## config.mk

```make
export PLATFORM = sky130hd
export DESIGN_NAME = xbar_sat_scan_flat
export DESIGN_NICKNAME = d
export VERILOG_FILES = /design/src/rtl/xbar_sat_scan_pkg.sv /design/src/rtl/xbar_sat_scan_if.sv /design/src/rtl/xbar_settle_timer.sv /design/src/rtl/xbar_sat_scan.sv /design/src/flat_wrapper.sv
export SDC_FILE = /design/constraint.sdc
export NUM_CORES = 1
export LEC_CHECK = 0
export BUFFER_PORTS_ARGS = -buffer_cell sky130_fd_sc_hd__buf_4
export CELL_PAD_IN_SITES_DETAIL_PLACEMENT = 1
export CELL_PAD_IN_SITES_GLOBAL_PLACEMENT = 1
export CORE_ASPECT_RATIO = 1.1
export CORE_MARGIN = 2
export CORE_UTILIZATION = 32
export DETAILED_ROUTE_END_ITERATION = 8
export GPL_ROUTABILITY_DRIVEN = 0
export PLACE_DENSITY_LB_ADDON = 0.1
export SLEW_MARGIN = 20
export SYNTH_ARGS = -nofsm -noshare
export SYNTH_HDL_FRONTEND = slang
export SYNTH_SLANG_ARGS = --single-unit
```

## constraint.sdc

```tcl
create_clock -name clk -period 1.4 [get_ports clk]
set_input_delay 0.21 -clock clk [delete_from_list [all_inputs] [get_ports clk]]
set_output_delay 0.21 -clock clk [all_outputs]
set_load 0.05 [all_outputs]
```

## src/rtl/xbar_sat_scan_pkg.sv

```systemverilog
// Shared types and helpers for the crossbar SAT scanner.
package xsat_pkg;

  typedef enum logic [1:0] {
    IDLE   = 2'd0,
    APPLY  = 2'd1,
    SAMPLE = 2'd2,
    DONE   = 2'd3
  } scan_state_t;

  // Worst-case number of edges from the start edge until done rises.
  function automatic int scan_cycles(input int n_vars, input int settle);
    return (1 << n_vars) * (settle + 1);
  endfunction

endpackage

```

## src/rtl/xbar_sat_scan_if.sv

```systemverilog
// Control, crossbar and result signals of the SAT scanner, grouped as one bundle.
interface xbar_sat_scan_if #(
  parameter int N_VARS = 4
);
  import xsat_pkg::*;

  // start has no ready: it is accepted on any edge where the scanner sits in
  // IDLE or DONE and silently dropped otherwise; busy/done report the outcome.
  logic              start;
  logic [N_VARS-1:0] xbar_in;
  logic              xbar_f;
  logic              busy;
  logic              done;
  logic              sat;
  logic [N_VARS-1:0] model;
  logic [N_VARS:0]   sol_count;
  scan_state_t       state;

  modport slave (
    input  start, xbar_f,
    output xbar_in, busy, done, sat, model, sol_count, state
  );

  modport master (
    output start, xbar_f,
    input  xbar_in, busy, done, sat, model, sol_count, state
  );

endinterface

```

## src/rtl/xbar_settle_timer.sv

```systemverilog
// Settle timer: load clears it, each enabled cycle advances it, expire flags the last settle cycle.
module xbar_settle_timer #(
  parameter int SETTLE_CYCLES = 2
) (
  input  logic clk,
  input  logic rst,
  input  logic load,
  input  logic en,
  output logic expire
);

  localparam int CW = (SETTLE_CYCLES > 1) ? $clog2(SETTLE_CYCLES) : 1;
  localparam logic [CW-1:0] LAST = CW'(SETTLE_CYCLES - 1);

  logic [CW-1:0] cnt;

  // Holds at LAST; the FSM leaves APPLY on that cycle so further counting is moot.
  always_ff @(posedge clk or posedge rst) begin
    if (rst) begin
      cnt <= '0;
    end else if (load) begin
      cnt <= '0;
    end else if (en && !expire) begin
      cnt <= cnt + CW'(1);
    end
  end

  assign expire = (cnt == LAST);

endmodule

```

## src/rtl/xbar_sat_scan.sv

```systemverilog
// Walks every assignment onto a combinational crossbar, samples f after a settle time, reports SAT.
// XSAT_SOLCOUNT_EN: scan all assignments and count hits in sol_count instead of stopping at the first.
module xbar_sat_scan
  import xsat_pkg::*;
#(
  parameter int N_VARS        = 4,
  parameter int SETTLE_CYCLES = 2
) (
  input  logic             clk,
  input  logic             rst,
  xbar_sat_scan_if.slave   bus
);

  localparam logic [N_VARS-1:0] VEC_LAST = '1;

  scan_state_t       state, state_nx;
  logic [N_VARS-1:0] vec;
  logic              sat_r;
  logic [N_VARS-1:0] model_r;
  logic              tmr_load, tmr_en, tmr_expire;
  logic              begin_scan, step, hit;

  xbar_settle_timer #(
    .SETTLE_CYCLES(SETTLE_CYCLES)
  ) u_timer (
    .clk   (clk),
    .rst   (rst),
    .load  (tmr_load),
    .en    (tmr_en),
    .expire(tmr_expire)
  );

  always_ff @(posedge clk or posedge rst) begin
    if (rst) state <= IDLE;
    else     state <= state_nx;
  end

  always_comb begin
    state_nx   = state;
    tmr_load   = 1'b0;
    tmr_en     = 1'b0;
    begin_scan = 1'b0;
    step       = 1'b0;
    hit        = 1'b0;
    case (state)
      IDLE, DONE: begin
        if (bus.start) begin
          begin_scan = 1'b1;
          tmr_load   = 1'b1;
          state_nx   = APPLY;
        end
      end
      APPLY: begin
        tmr_en = 1'b1;
        if (tmr_expire) state_nx = SAMPLE;
      end
      SAMPLE: begin
        // f is only trusted here; anything it does while settling is ignored.
        hit = bus.xbar_f;
`ifdef XSAT_SOLCOUNT_EN
        if (vec == VEC_LAST) begin
          state_nx = DONE;
        end else begin
          step     = 1'b1;
          tmr_load = 1'b1;
          state_nx = APPLY;
        end
`else
        if (bus.xbar_f || vec == VEC_LAST) begin
          state_nx = DONE;
        end else begin
          step     = 1'b1;
          tmr_load = 1'b1;
          state_nx = APPLY;
        end
`endif
      end
      default: state_nx = IDLE;
    endcase
  end

  always_ff @(posedge clk or posedge rst) begin
    if (rst) begin
      vec     <= '0;
      sat_r   <= 1'b0;
      model_r <= '0;
    end else begin
      if (begin_scan) begin
        vec     <= '0;
        sat_r   <= 1'b0;
        model_r <= '0;
      end
      if (step) vec <= vec + 1'b1;
      if (hit && !sat_r) begin
        sat_r   <= 1'b1;
        model_r <= vec;
      end
    end
  end

`ifdef XSAT_SOLCOUNT_EN
  logic [N_VARS:0] sol_cnt_r;

  // Width N_VARS+1 holds 2^N_VARS, so the count can never overflow.
  always_ff @(posedge clk or posedge rst) begin
    if (rst) begin
      sol_cnt_r <= '0;
    end else if (begin_scan) begin
      sol_cnt_r <= '0;
    end else if (hit) begin
      sol_cnt_r <= sol_cnt_r + 1'b1;
    end
  end

  assign bus.sol_count = sol_cnt_r;
`else
  assign bus.sol_count = '0;
`endif

  assign bus.xbar_in = vec;
  assign bus.busy    = (state == APPLY) || (state == SAMPLE);
  assign bus.done    = (state == DONE);
  assign bus.sat     = sat_r;
  assign bus.model   = model_r;
  assign bus.state   = state;

endmodule
```

## src/flat_wrapper.sv

```systemverilog
// flat-port wrapper written by rule: the top's interface ports become plain ports
module xbar_sat_scan_flat import xsat_pkg::*;
#(
  parameter int N_VARS        = 4,
  parameter int SETTLE_CYCLES = 2
)
  (clk, rst, bus_start, bus_xbar_f, bus_xbar_in, bus_busy, bus_done, bus_sat, bus_model, bus_sol_count, bus_state);
  xbar_sat_scan_if #(.N_VARS(N_VARS)) bus_i ();
  input  logic clk;
  input  logic rst;
  input wire logic [$bits(bus_i.start)-1:0] bus_start;
  input wire logic [$bits(bus_i.xbar_f)-1:0] bus_xbar_f;
  output wire logic [$bits(bus_i.xbar_in)-1:0] bus_xbar_in;
  output wire logic [$bits(bus_i.busy)-1:0] bus_busy;
  output wire logic [$bits(bus_i.done)-1:0] bus_done;
  output wire logic [$bits(bus_i.sat)-1:0] bus_sat;
  output wire logic [$bits(bus_i.model)-1:0] bus_model;
  output wire logic [$bits(bus_i.sol_count)-1:0] bus_sol_count;
  output wire logic [$bits(bus_i.state)-1:0] bus_state;
  assign bus_i.start = bus_start;
  assign bus_i.xbar_f = bus_xbar_f;
  assign bus_xbar_in = bus_i.xbar_in;
  assign bus_busy = bus_i.busy;
  assign bus_done = bus_i.done;
  assign bus_sat = bus_i.sat;
  assign bus_model = bus_i.model;
  assign bus_sol_count = bus_i.sol_count;
  assign bus_state = bus_i.state;
  xbar_sat_scan #(.N_VARS(N_VARS), .SETTLE_CYCLES(SETTLE_CYCLES)) u_core (.clk(clk), .rst(rst), .bus(bus_i));
endmodule
```

# [Word-level counts from Yosys, hierarchy flattened]
# Index checks and enable logic that the tools add are counted.
[classes] n_addsub=2 reduce_logical=12 n_mux=18 n_eq_ne=6
[op_table] op="$mux 4" n=3
[op_table] op="$mux 1" n=10
[op_table] op="$mux 2" n=3
[op_table] op="$pmux 2 s3" n=1
[op_table] op="$reduce_bool 2->1" n=3
[op_table] op="$add 4x1->4 const B" n=1
[op_table] op="$eq 2x2->1 const B" n=2
[op_table] op="$eq 4x4->1 const B" n=1
[op_table] op="$ne 2x2->1 const B" n=2
[op_table] op="$eq 2x1->1 const B" n=1
[op_table] op="$logic_and 1x1->1" n=2
[op_table] op="$logic_not 1->1" n=2
[op_table] op="$logic_not 2->1" n=1
[op_table] op="$logic_or 1x1->1" n=2
[op_table] op="$pmux 1 s2" n=1
[op_table] op="$reduce_and 2->1" n=1
[op_table] op="$reduce_or 2->1" n=1
[op_table] op="$add 1x1->1 const B" n=1
[totals] out_inout_bits=18 wordCells=43 inputBits=4 ff_bits=12

# [Logic depth before layout (Yosys ltp)]
# Gate-level depths: netlist of the first run.
[logic_depth] depth_word=5 ltp_mapped=5 depth_no_buf=5

# [Hierarchy]
# From an unflattened synthesis of the first run, not the netlist that was laid out.
[unflattened] hier_cells=70 area_unflattened_um2=669.4
[by_module_without_submodules] mod="xbar_sat_scan" area_per_inst_um2=630.6 n_inst=1 seq_area_each_um2=275.3 cells_each=67
[by_module_without_submodules] mod="xbar_settle_timer" area_per_inst_um2=38.8 n_inst=1 seq_area_each_um2=25.0 cells_each=3

# [Worst setup path before layout of the first run]
# No wires, ideal clock.
[synth_path] path_kind="reg-to-reg" start="reg u_core.state[0], in the netlist u_core.bus.state[0]" end="reg u_core.vec[3], in the netlist u_core.bus.xbar_in[3]" t_required_ns=1.274 arrival_time_ns=1.749 path_slack_ns=-0.475 period_less_slack_ns=1.875 setup_ns=0.126 path_stages_with_launch=6 path_buffers=0 cell_sequence="dfrtp_1 inv_1 ha_1 nand2_2 a21boi_2 a221o_1"
[synth_via] elab_chain_len=4 elab_cells_between_ends=8 classes_between="2 x eq/ne; 3 x mux; 3 x reduce/logical"
[synth_rtl] item="start: declaration" line_no="xbar_sat_scan.sv:16" rtl="scan_state_t state, state_nx;"
[synth_rtl] item="start signal: assignment" line_no="xbar_sat_scan.sv:35" rtl="else state <= state_nx;"
[synth_rtl] item="$eq 2x2->1 / $logic_not 2->1 (equally long branches)" line_no="xbar_sat_scan.sv:45" rtl="case (state)"
[synth_rtl] item="$reduce_or 2->1" line_no="xbar_sat_scan.sv:45"
[synth_rtl] item="$mux 1" line_no="xbar_sat_scan.sv:45"
[synth_rtl] item="$reduce_bool 2->1 (no line)"
[synth_rtl] item="end signal: assignment" line_no="xbar_sat_scan.sv:93" rtl="if (step) vec <= vec + 1'b1;"
[synth_rtl] item="end: declaration" line_no="xbar_sat_scan.sv:17" rtl="logic [N_VARS-1:0] vec;"
# Several ways; a longest one is shown, not always the timed one.
# A chain may end at the register's enable or synchronous reset.

# [Worst setup path after layout of the first run]
[layout_path] start="reg u_core.vec[1], in the netlist u_core.bus.xbar_in[1]" end="reg u_core.state[1], in the netlist u_core.bus.state[1]"
[layout_via] elab_chain_len=4
[layout_rtl] item="$eq 4x4->1" line_no="xbar_sat_scan.sv:69" rtl="if (bus.xbar_f || vec == VEC_LAST) begin"
[layout_rtl] item="$logic_or 1x1->1" line_no="xbar_sat_scan.sv:69"
[layout_rtl] item="$mux 2" line_no="xbar_sat_scan.sv:69"
[layout_rtl] item="$pmux 2 s3" line_no="xbar_sat_scan.sv:45"
# Every way passes these cells.

==> metrics.txt, run 1 <==
Diodes inserted 0; GRT Residual Overflow 0; Die Ht between 50 and 60 µm; Total GRT Usage 15.7%; DP Worst Slack between 0.004 and 0.005 ns; CP max stage cell dfrtp_2; Startpoint Class flop; Max Clk Rate roughly 700 MHz; Vias 584; final wirelength approximately 1.8 mm; initial drt markers 12; async set or reset register ratio after synthesis between 90% and 100%; WL per Instance around 14 µm; failing checks setup timing; sequential fraction of the synthesis area between 40% and 50%; area delta synth->final 57.4%; Synth Register Bits 12; Mapped Cells 66; Mean Syn Cell Area just over 10 µm²; Slew Limit Fails 0; Core ar. 2000 µm²; VDD IR max 1.24 mV; Root Buffer clkbuf_4; Worst setup EP type flop; Yosys top cell by area dfrtp_1; top_reg_cell synth dfrtp_1; combinational group share of total power around two thirds; DRT antenna net count 0; Max-Cap Viols 0; critical path peak fanout 3; final hold violation count 0; RSZ-0062 raised after global routing true; Psw roughly 1.1 mW; Num CTS Buffers 3; Worst Clk Skew 0.000492 ns; P_int between 1 and 1.5 mW; number of global-route vias before repair about 580; Max stage delay on crit path 0.43 ns; status finished with violations; count leader, synth dfrtp_1; clk slew on worst S/H paths ~0.08 ns; drt pass-1 iters 3; I/O Pins 22; Via density between 4 and 5; Die Footprint between 2000 and 2500 µm²; Worst-Skew Late Latency between 0.2 and 0.3 ns; Initial Util roughly 33%; power share of the clock group 11.5%; CTS tree done; sequential share of power between 20 and 25%; final worst-path cycle share 102%; worst path cell trace ha_4 > a31oi_4 > buf_4 > nor4_4 > a221o_1; Synth top area share approximately 45%; CP Data Arrival Time 1.59 ns; synthesized cell area around 670 µm²; worst setup margin -0.0329 ns; H-tree levels 1; Req. time, crit path ~1.6 ns; HPWL after DPL 1.27 mm; Synth cell types 24; clock buffer depth 2; Tmin final 1.43 ns; Die W between 40 and 50 µm; most frequent cells after synthesis dfrtp_1, inv_1, nand3_1; warnings from Yosys 0; leakage approximately 0.49 nW; worst setup path class reg2reg; num rows 17; Sink Count 12; sw frac approximately 47%; hold crit path type in2reg; Post-synth EDFFs 0; PortBufs 16; residual DRC count 0; initial antenna violation count 0; share of layout cells above drive strength 1 just under 50%; first-pass GRT wire length 2.65 mm; final count of negative-setup-slack endpoints 3; largest net degree at the start of global routing 13; Pwr Density ~2300 nW/µm²; Synth area leaders dfrtp_1, ha_1, buf_4; total power roughly 2.4 mW; fin nets roughly 110
[area by class of cell]
| type | count | area, µm² |
|---|---|---|
| Fill cell | 241 | 946 |
| Multi-Input combinational cell | 45 | 400 |
| Sequential cell | 12 | 305 |
| Timing Repair Buffer | 29 | 243 |
| Clock buffer | 4 | 36.3 |
| Tap cell | 28 | 35.0 |
| Inverter | 9 | 33.8 |
[timing repair]
item,CTS,global route
resized for setup,6,7
cloned,0,1
setup endpoints to repair,3,8
hold endpoints to repair,12,0
hold buffers,1,0
pin swaps,2,7
buffers inserted,2,5
[final timing paths]
path,startpoint,end,slack [ns],depth (start not counted)
min in group asynchronous,rst,u_core.bus.sat$_DFFE_PP0P_,0.52,3
min reg2reg,u_core.bus.model[0]$_DFFE_PP0P_,u_core.bus.model[0]$_DFFE_PP0P_,0.52,2
max,u_core.bus.xbar_in[1]$_DFFE_PP0P_,u_core.bus.state[1]$_DFFE_PP0P_,-0.03,5
max in group asynchronous,rst,u_core.bus.state[0]$_DFFE_PP0P_,0.52,3
max reg2reg,u_core.bus.xbar_in[1]$_DFFE_PP0P_,u_core.bus.state[1]$_DFFE_PP0P_,-0.03,5
min,bus_start,u_core.bus.state[0]$_DFFE_PP0P_,0.31,3
[power by group through the flow]
stage               clock network, mW  registers (mW)  logic [mW]
floorplan                           0           0.812       0.654
global placement                    0           0.536        1.30
detailed placement                  0           0.541        1.33
CTS                             0.299           0.533        1.46
global route                    0.318           0.551        1.74
finish                          0.282           0.535        1.63
[placed cells by master, fill, tap and decap left out, drive strengths merged]
cell and instances:
o22a 1, nor2b 2, o22ai 1, nor2 1, a211o 1, ha 5, conb 5, nand3b 2
mux2 1, buf 28, inv 9, dfrtp 12, a21boi 1, nor4 3, nand2 4, clkbuf 4
a221o 2, and2 2, nand3 6, a31oi 1, dlygate4sd3 1, o21ai 5, a21oi 1, nor4b 1
[critical path: cells and delay by family, from the launching register on]
family	cells	cell delay, ns
and+or+nand+nor	1	0.03
adders and majority gates	1	0.18
AOI/OAI and AO/OA	2	0.50
buffers and inverters	1	0.17
DFF	1	0.43
[logic make-up after synthesis]
logic type      Yosys count  share of synthesized area [%]
compound gates           13                           15.9
fa+ha+maj                 5                           9.35
buf+inv                  14                           10.7
flops                    12                           44.9
mux                       1                           1.68
other cells               1                          0.560
simple gates             20                           17.0
[layer usage]
| metal | share of wire (%) | global-route usage [%] |
|---|---|---|
| met1 | 45 | 21.6 |
| met2 | 51 | 23.4 |
| met3 | 2.9 | 3.13 |
| met4 | 0.79 | 6.76 |
| met5 | 0 | 0 |
[state kept, by name, summed over array words and instances (netlist names)]
| name | count |
|---|---|
| u_core.bus.model | 4 |
| u_core.bus.state | 2 |
| u_core.bus.sat | 1 |
| u_core.bus.xbar_in | 4 |
| u_core.u_timer.expire | 1 |
[per-stage QoR]
step                      cell area (µm²)  hold WS (ns)  utilization, %  setup TNS [ns]  instances
after global placement                885         0.270            44.2               0        114
after detailed placement              885         0.277            44.2               0        114
after global routing                 1050         0.337            52.7          -0.244        127
final                                1050         0.308            52.7         -0.0689        127
after CTS                             963         0.285            48.2         -0.0499        121
after floorplan                       729        0.0744               -          -0.439         70
No activity file was read; power rests on OpenSTA's default activity.
==> run 2, diff against run 1 <==
--- a/config.mk
+++ b/config.mk
@@ -13,6 +13,7 @@
 export CORE_UTILIZATION = 32
 export DETAILED_ROUTE_END_ITERATION = 8
 export GPL_ROUTABILITY_DRIVEN = 0
+export GPL_TIMING_DRIVEN = 0
 export PLACE_DENSITY_LB_ADDON = 0.1
 export SLEW_MARGIN = 20
 export SYNTH_ARGS = -nofsm -noshare
==> constraint.sdc (replaced) <==
create_clock -name clk -period 1.2 [get_ports clk]
set_input_delay 0.18 -clock clk [delete_from_list [all_inputs] [get_ports clk]]
set_output_delay 0.18 -clock clk [all_outputs]
set_load 0.05 [all_outputs]
==> metrics.txt, run 2 (synthesis gave the netlist of run 1 again) <==
final hold violation count 0; Req. time, crit path around 1.0 ns; clk slew on worst S/H paths approximately 0.080 ns; Diodes inserted 0; Max-Cap Viols 0; number of global-route vias before repair 604; HPWL after DPL roughly 1.2 mm; drt pass-1 iters 4; fin nets 115; Core ar. 2000 µm²; DRT antenna net count 0; Slew Limit Fails 0; first-pass GRT wire length about 2.8 mm; Max Clk Rate ~720 MHz; Num CTS Buffers 3; most common cell after layout, fill and taps aside buf_4; sw frac between 40% and 50%; Total GRT Usage 15.9%; Die W around 48 µm; I/O Pins 22; Worst-Skew Late Latency 0.27 ns; CP Data Arrival Time between 1 and 1.5 ns; leakage approximately 0.53 nW; worst r2r src u_core.bus.xbar_in[0]$_DFFE_PP0P_; Final Non-Filler Cells 132; Via density 4.68; Pwr Density 2570 nW/µm²; hold path start bus_start; Root Buffer clkbuf_4; WL per Instance ~14 µm; Sink Count 12; Setup crit start u_core.bus.state[1]$_DFFE_PP0P_; H-tree levels 1; status finished with violations; CTS tree done; largest net degree at the start of global routing 13; failing checks setup timing; most frequent cells in the layout buf_4, inv_1, buf_6; power share of the clock group between 8 and 9%; Worst setup EP type primary output; RSZ-0062 raised after global routing true; initial drt markers 5; Vias ~620; dpl cells 114; share of layout cells above drive strength 1 between 60 and 70%; Worst Clk Skew around 0.00036 ns; hold crit path type in2reg; worst setup path class reg2out; setup_tns -1.10 ns; Startpoint Class flop; sequential share of power a little over a fifth; Die Ht 52.0 µm; PortBufs 16; combinational group share of total power 69.6%; critical path peak fanout 4; clock buffer depth 2; Initial Util between 30% and 40%; Psw roughly 1.3 mW; worst setup margin -0.190 ns; GRT Residual Overflow 0; area delta synth->final 69.5%; num rows 17; final count of negative-setup-slack endpoints 10; P_int around 1.6 mW; final wirelength between 1.5 and 2 mm; VDD IR max between 1.5 and 2 mV; residual DRC count 0; final worst-path cycle share 116%; Tmin final roughly 1.4 ns; Die Footprint 2470 µm²; initial antenna violation count 0
==> run 2: path summary, 6_finish.rpt <==
path	cells after the start	slack [ns]	to
min reg2reg	2	0.51	u_core.bus.sat$_DFFE_PP0P_
max	3	-0.19	bus_busy
min	3	0.24	u_core.bus.state[0]$_DFFE_PP0P_
max reg2reg	4	-0.19	u_core.bus.xbar_in[3]$_DFFE_PP0P_
min in group asynchronous	3	0.48	u_core.bus.sat$_DFFE_PP0P_
max in group asynchronous	3	0.38	u_core.bus.xbar_in[1]$_DFFE_PP0P_
==> run 2: routing by layer <==
layer / global-route usage [%] / up-vias / part of all wire (%)
li1: - / 301 / -
met5: 0 / - / 0
met1: 19.4 / 303 / 42
met3: 4.51 / 2 / 3.3
met4: 3.15 / 0 / 0.77
met2: 27.3 / 12 / 54
==> run 2: cell type report <==
cell class / instances / area (µm²)
fillers: 232 / 865
multi-input cells: 44 / 409
inverters: 9 / 33.8
repair buffers: 31 / 289
flip-flops and latches: 12 / 308
plain buffers: 5 / 37.5
clock buffers: 3 / 22.5
well taps: 28 / 35.0
==> run 2: repair_timing <==
| item | CTS | global route |
|---|---|---|
| resized for setup | 13 | 24 |
| hold buffers | 1 | 0 |
| buffers inserted | 9 | 5 |
| hold endpoints to repair | 12 | 0 |
| pin swaps | 8 | 5 |
| gates cloned | 0 | 1 |
| endpoints found under the setup margin | 13 | 19 |
==> run 2: critical path, cell delays in order (launching register included) <==
cell and delay (ns):
dfrtp_2 0.44, ha_4 0.31, inv_2 0.04, buf_6 0.14
==> run 2: metrics by stage <==
stage	power (mW)	area (µm²)	utilization, %	hold slack (ns)	setup slack (ns)
6_report	2.91	1130	56.8	0.243	-0.190
5_1_grt	3.11	1130	56.8	0.243	-0.248
4_1_cts	2.68	1020	51.2	0.243	-0.192
3_5_place_dp	2.09	885	44.2	0.231	-0.251
3_3_place_gp	2.05	885	44.2	0.234	-0.252
2_1_floorplan	1.71	729	-	0.0444	-0.346
==> run 2: power by group through the flow <==
stage	registers, mW	clock network [mW]	logic [mW]
after CTS	0.616	0.262	1.81
after floorplan	0.946	0	0.762
final	0.626	0.260	2.03
after global routing	0.641	0.288	2.18
after detailed placement	0.676	0	1.41
after global placement	0.671	0	1.38
==> run 3, diff against run 2 <==
==> constraint.sdc (replaced) <==
create_clock -name clk -period 1.2 [get_ports clk]
set_input_delay 0.18 -clock clk [delete_from_list [all_inputs] [get_ports clk]]
set_output_delay 0.18 -clock clk [all_outputs]
set_load 0.02 [all_outputs]
==> metrics.txt, run 3 (synthesis gave the netlist of run 1 again) <==
most frequent cells in the layout buf_4, buf_6, inv_1, dfrtp_1; Num CTS Buffers 3; share of layout cells above drive strength 1 between 50% and 60%; residual DRC count 0; number of global-route vias before repair just under 600; initial drt markers 1; GRT Residual Overflow 0; critical path peak fanout 4; Worst R2R Path Depth 4; I/O Pins 22; Via density approximately 4.7; CP Capture Point u_core.bus.xbar_in[3]$_DFFE_PP0P_; Core ar. between 1500 and 2000 µm²; Slew Limit Fails 0; Req. time, crit path about 1.4 ns; storage element area roughly 300 µm²; leakage between 0.5 and 0.6 nW; clock buffer depth 2; Max-Cap Viols 0; Die Footprint between 2000 and 2500 µm²; drt pass-1 iters 2; Worst setup EP type flop; FILL cells around 240; Setup crit start u_core.bus.state[1]$_DFFE_PP0P_; setup slack, reg-to-reg -0.19 ns; H-tree levels 1; num rows 17; failing checks setup timing; PortBufs 16; worst setup margin -0.187 ns; multi-input logic area between 400 and 500 µm²; most common cell after layout, fill and taps aside buf_4; area delta synth->final 67.3%; Worst Clk Skew 0.00731 ns; worst r2r src u_core.bus.state[1]$_DFFE_PP0P_; setup_tns -1.15 ns; status finished with violations; design area around 1100 µm²; Worst-Skew Late Latency 0.28 ns; Placed Area about 880 µm²; worst setup path class reg2reg; R2R Path End u_core.bus.xbar_in[3]$_DFFE_PP0P_; first-pass GRT wire length 2.79 mm; Root Buffer clkbuf_4; VDD IR max roughly 1.3 mV; fin nets ~120; RSZ-0062 raised after global routing true; DRT antenna net count 0; Startpoint Class flop; Tmin final between 1 and 1.5 ns; Pwr Density between 2000 and 2500 nW/µm²; Max Clk Rate roughly 720 MHz; final count of negative-setup-slack endpoints 12; final wirelength approximately 1.9 mm; CP Data Arrival Time 1.54 ns; Die W approximately 48 µm; largest net degree at the start of global routing 13; initial antenna violation count 0; Initial Util 33.5%; Vias between 600 and 700; final hold violation count 0; Total GRT Usage 16.4%; Diodes inserted 0; hold crit path type in2reg; clk slew on worst S/H paths approximately 0.080 ns; HPWL after DPL ~1.1 mm; final worst-path cycle share 116%; Sink Count 12; WL per Instance ~14 µm; Die Ht between 50 and 60 µm; CTS tree done
-- run 3: changes by cell type in the layout (fill, tap and decap cells not counted), moves of 2 or more --
cell	before	now
buf_6	7	12
buf_8	4	0
o21ai_0	0	2
nand3_2	4	1
o21ai_2	4	2
nand3_1	2	5
-- run 3: layout make-up --
class                      count  area share (%)
buffer                         5            3.35
clock buffer                   3            2.01
inverter                       9            3.02
multi-input combinational     44            36.1
sequential                    12            27.4
tap                           28            3.13
timing repair buffer          31            25.0
-- run 3: what timing repair did --
action                                 CTS  global route
resized for setup                       13            16
setup endpoints to repair               13            16
pin swaps                                6             2
endpoints found under the hold margin   12             0
buffers inserted                        12             3
hold buffers                             1             0
-- run 3: per-layer routing --
| metal | wire [µm] | vias to the layer above | GRT usage [%] |
|---|---|---|---|
| li1 | - | 299 | - |
| met4 | 27 | 0 | 6.76 |
| met5 | 0 | - | 0 |
| met1 | 799 | 311 | 20.5 |
| met3 | 62 | 4 | 4.51 |
| met2 | 1010 | 11 | 25.9 |
-- run 3: worst max-delay path, cell delays in order, from the launching register on --
cell and delay, ns:
dfrtp_2 0.43, ha_4 0.31, nand2_4 0.05, a21boi_4 0.15, a221o_1 0.32
-- run 3: through the flow --
step                total power, mW  setup slack [ns]  instances  util, %  hold slack, ns
floorplan                      1.39            -0.222         70        -          0.0444
global placement               1.71            -0.251        114     44.2           0.231
detailed placement             1.74            -0.248        114     44.2           0.236
CTS                            2.42            -0.180        130     52.9           0.250
global route                   2.78            -0.223        132     56.0           0.335
finish                         2.61            -0.187        132     56.0           0.306
-- run 3: worst min-delay path by stage --
stage | startpoint | endpoint | slack [ns] | cells after the start
2_1_floorplan | rst | u_core.bus.model[0]$_DFFE_PP0P_ | 0.04 | 1
3_3_place_gp | rst | u_core.bus.sat$_DFFE_PP0P_ | 0.23 | 2
3_5_place_dp | rst | u_core.bus.sat$_DFFE_PP0P_ | 0.24 | 2
4_1_cts | bus_start | u_core.bus.state[0]$_DFFE_PP0P_ | 0.25 | 3
5_1_grt | bus_start | u_core.bus.state[0]$_DFFE_PP0P_ | 0.33 | 4
6_report | bus_start | u_core.bus.state[0]$_DFFE_PP0P_ | 0.31 | 4
-- run 3: power breakdown --
part	total (mW)	switching [mW]	leakage, nW	internal, mW
sequential	0.623	0.102	0.151	0.520
clock	0.256	0.139	0.0138	0.116
combinational	1.73	0.807	0.371	0.920
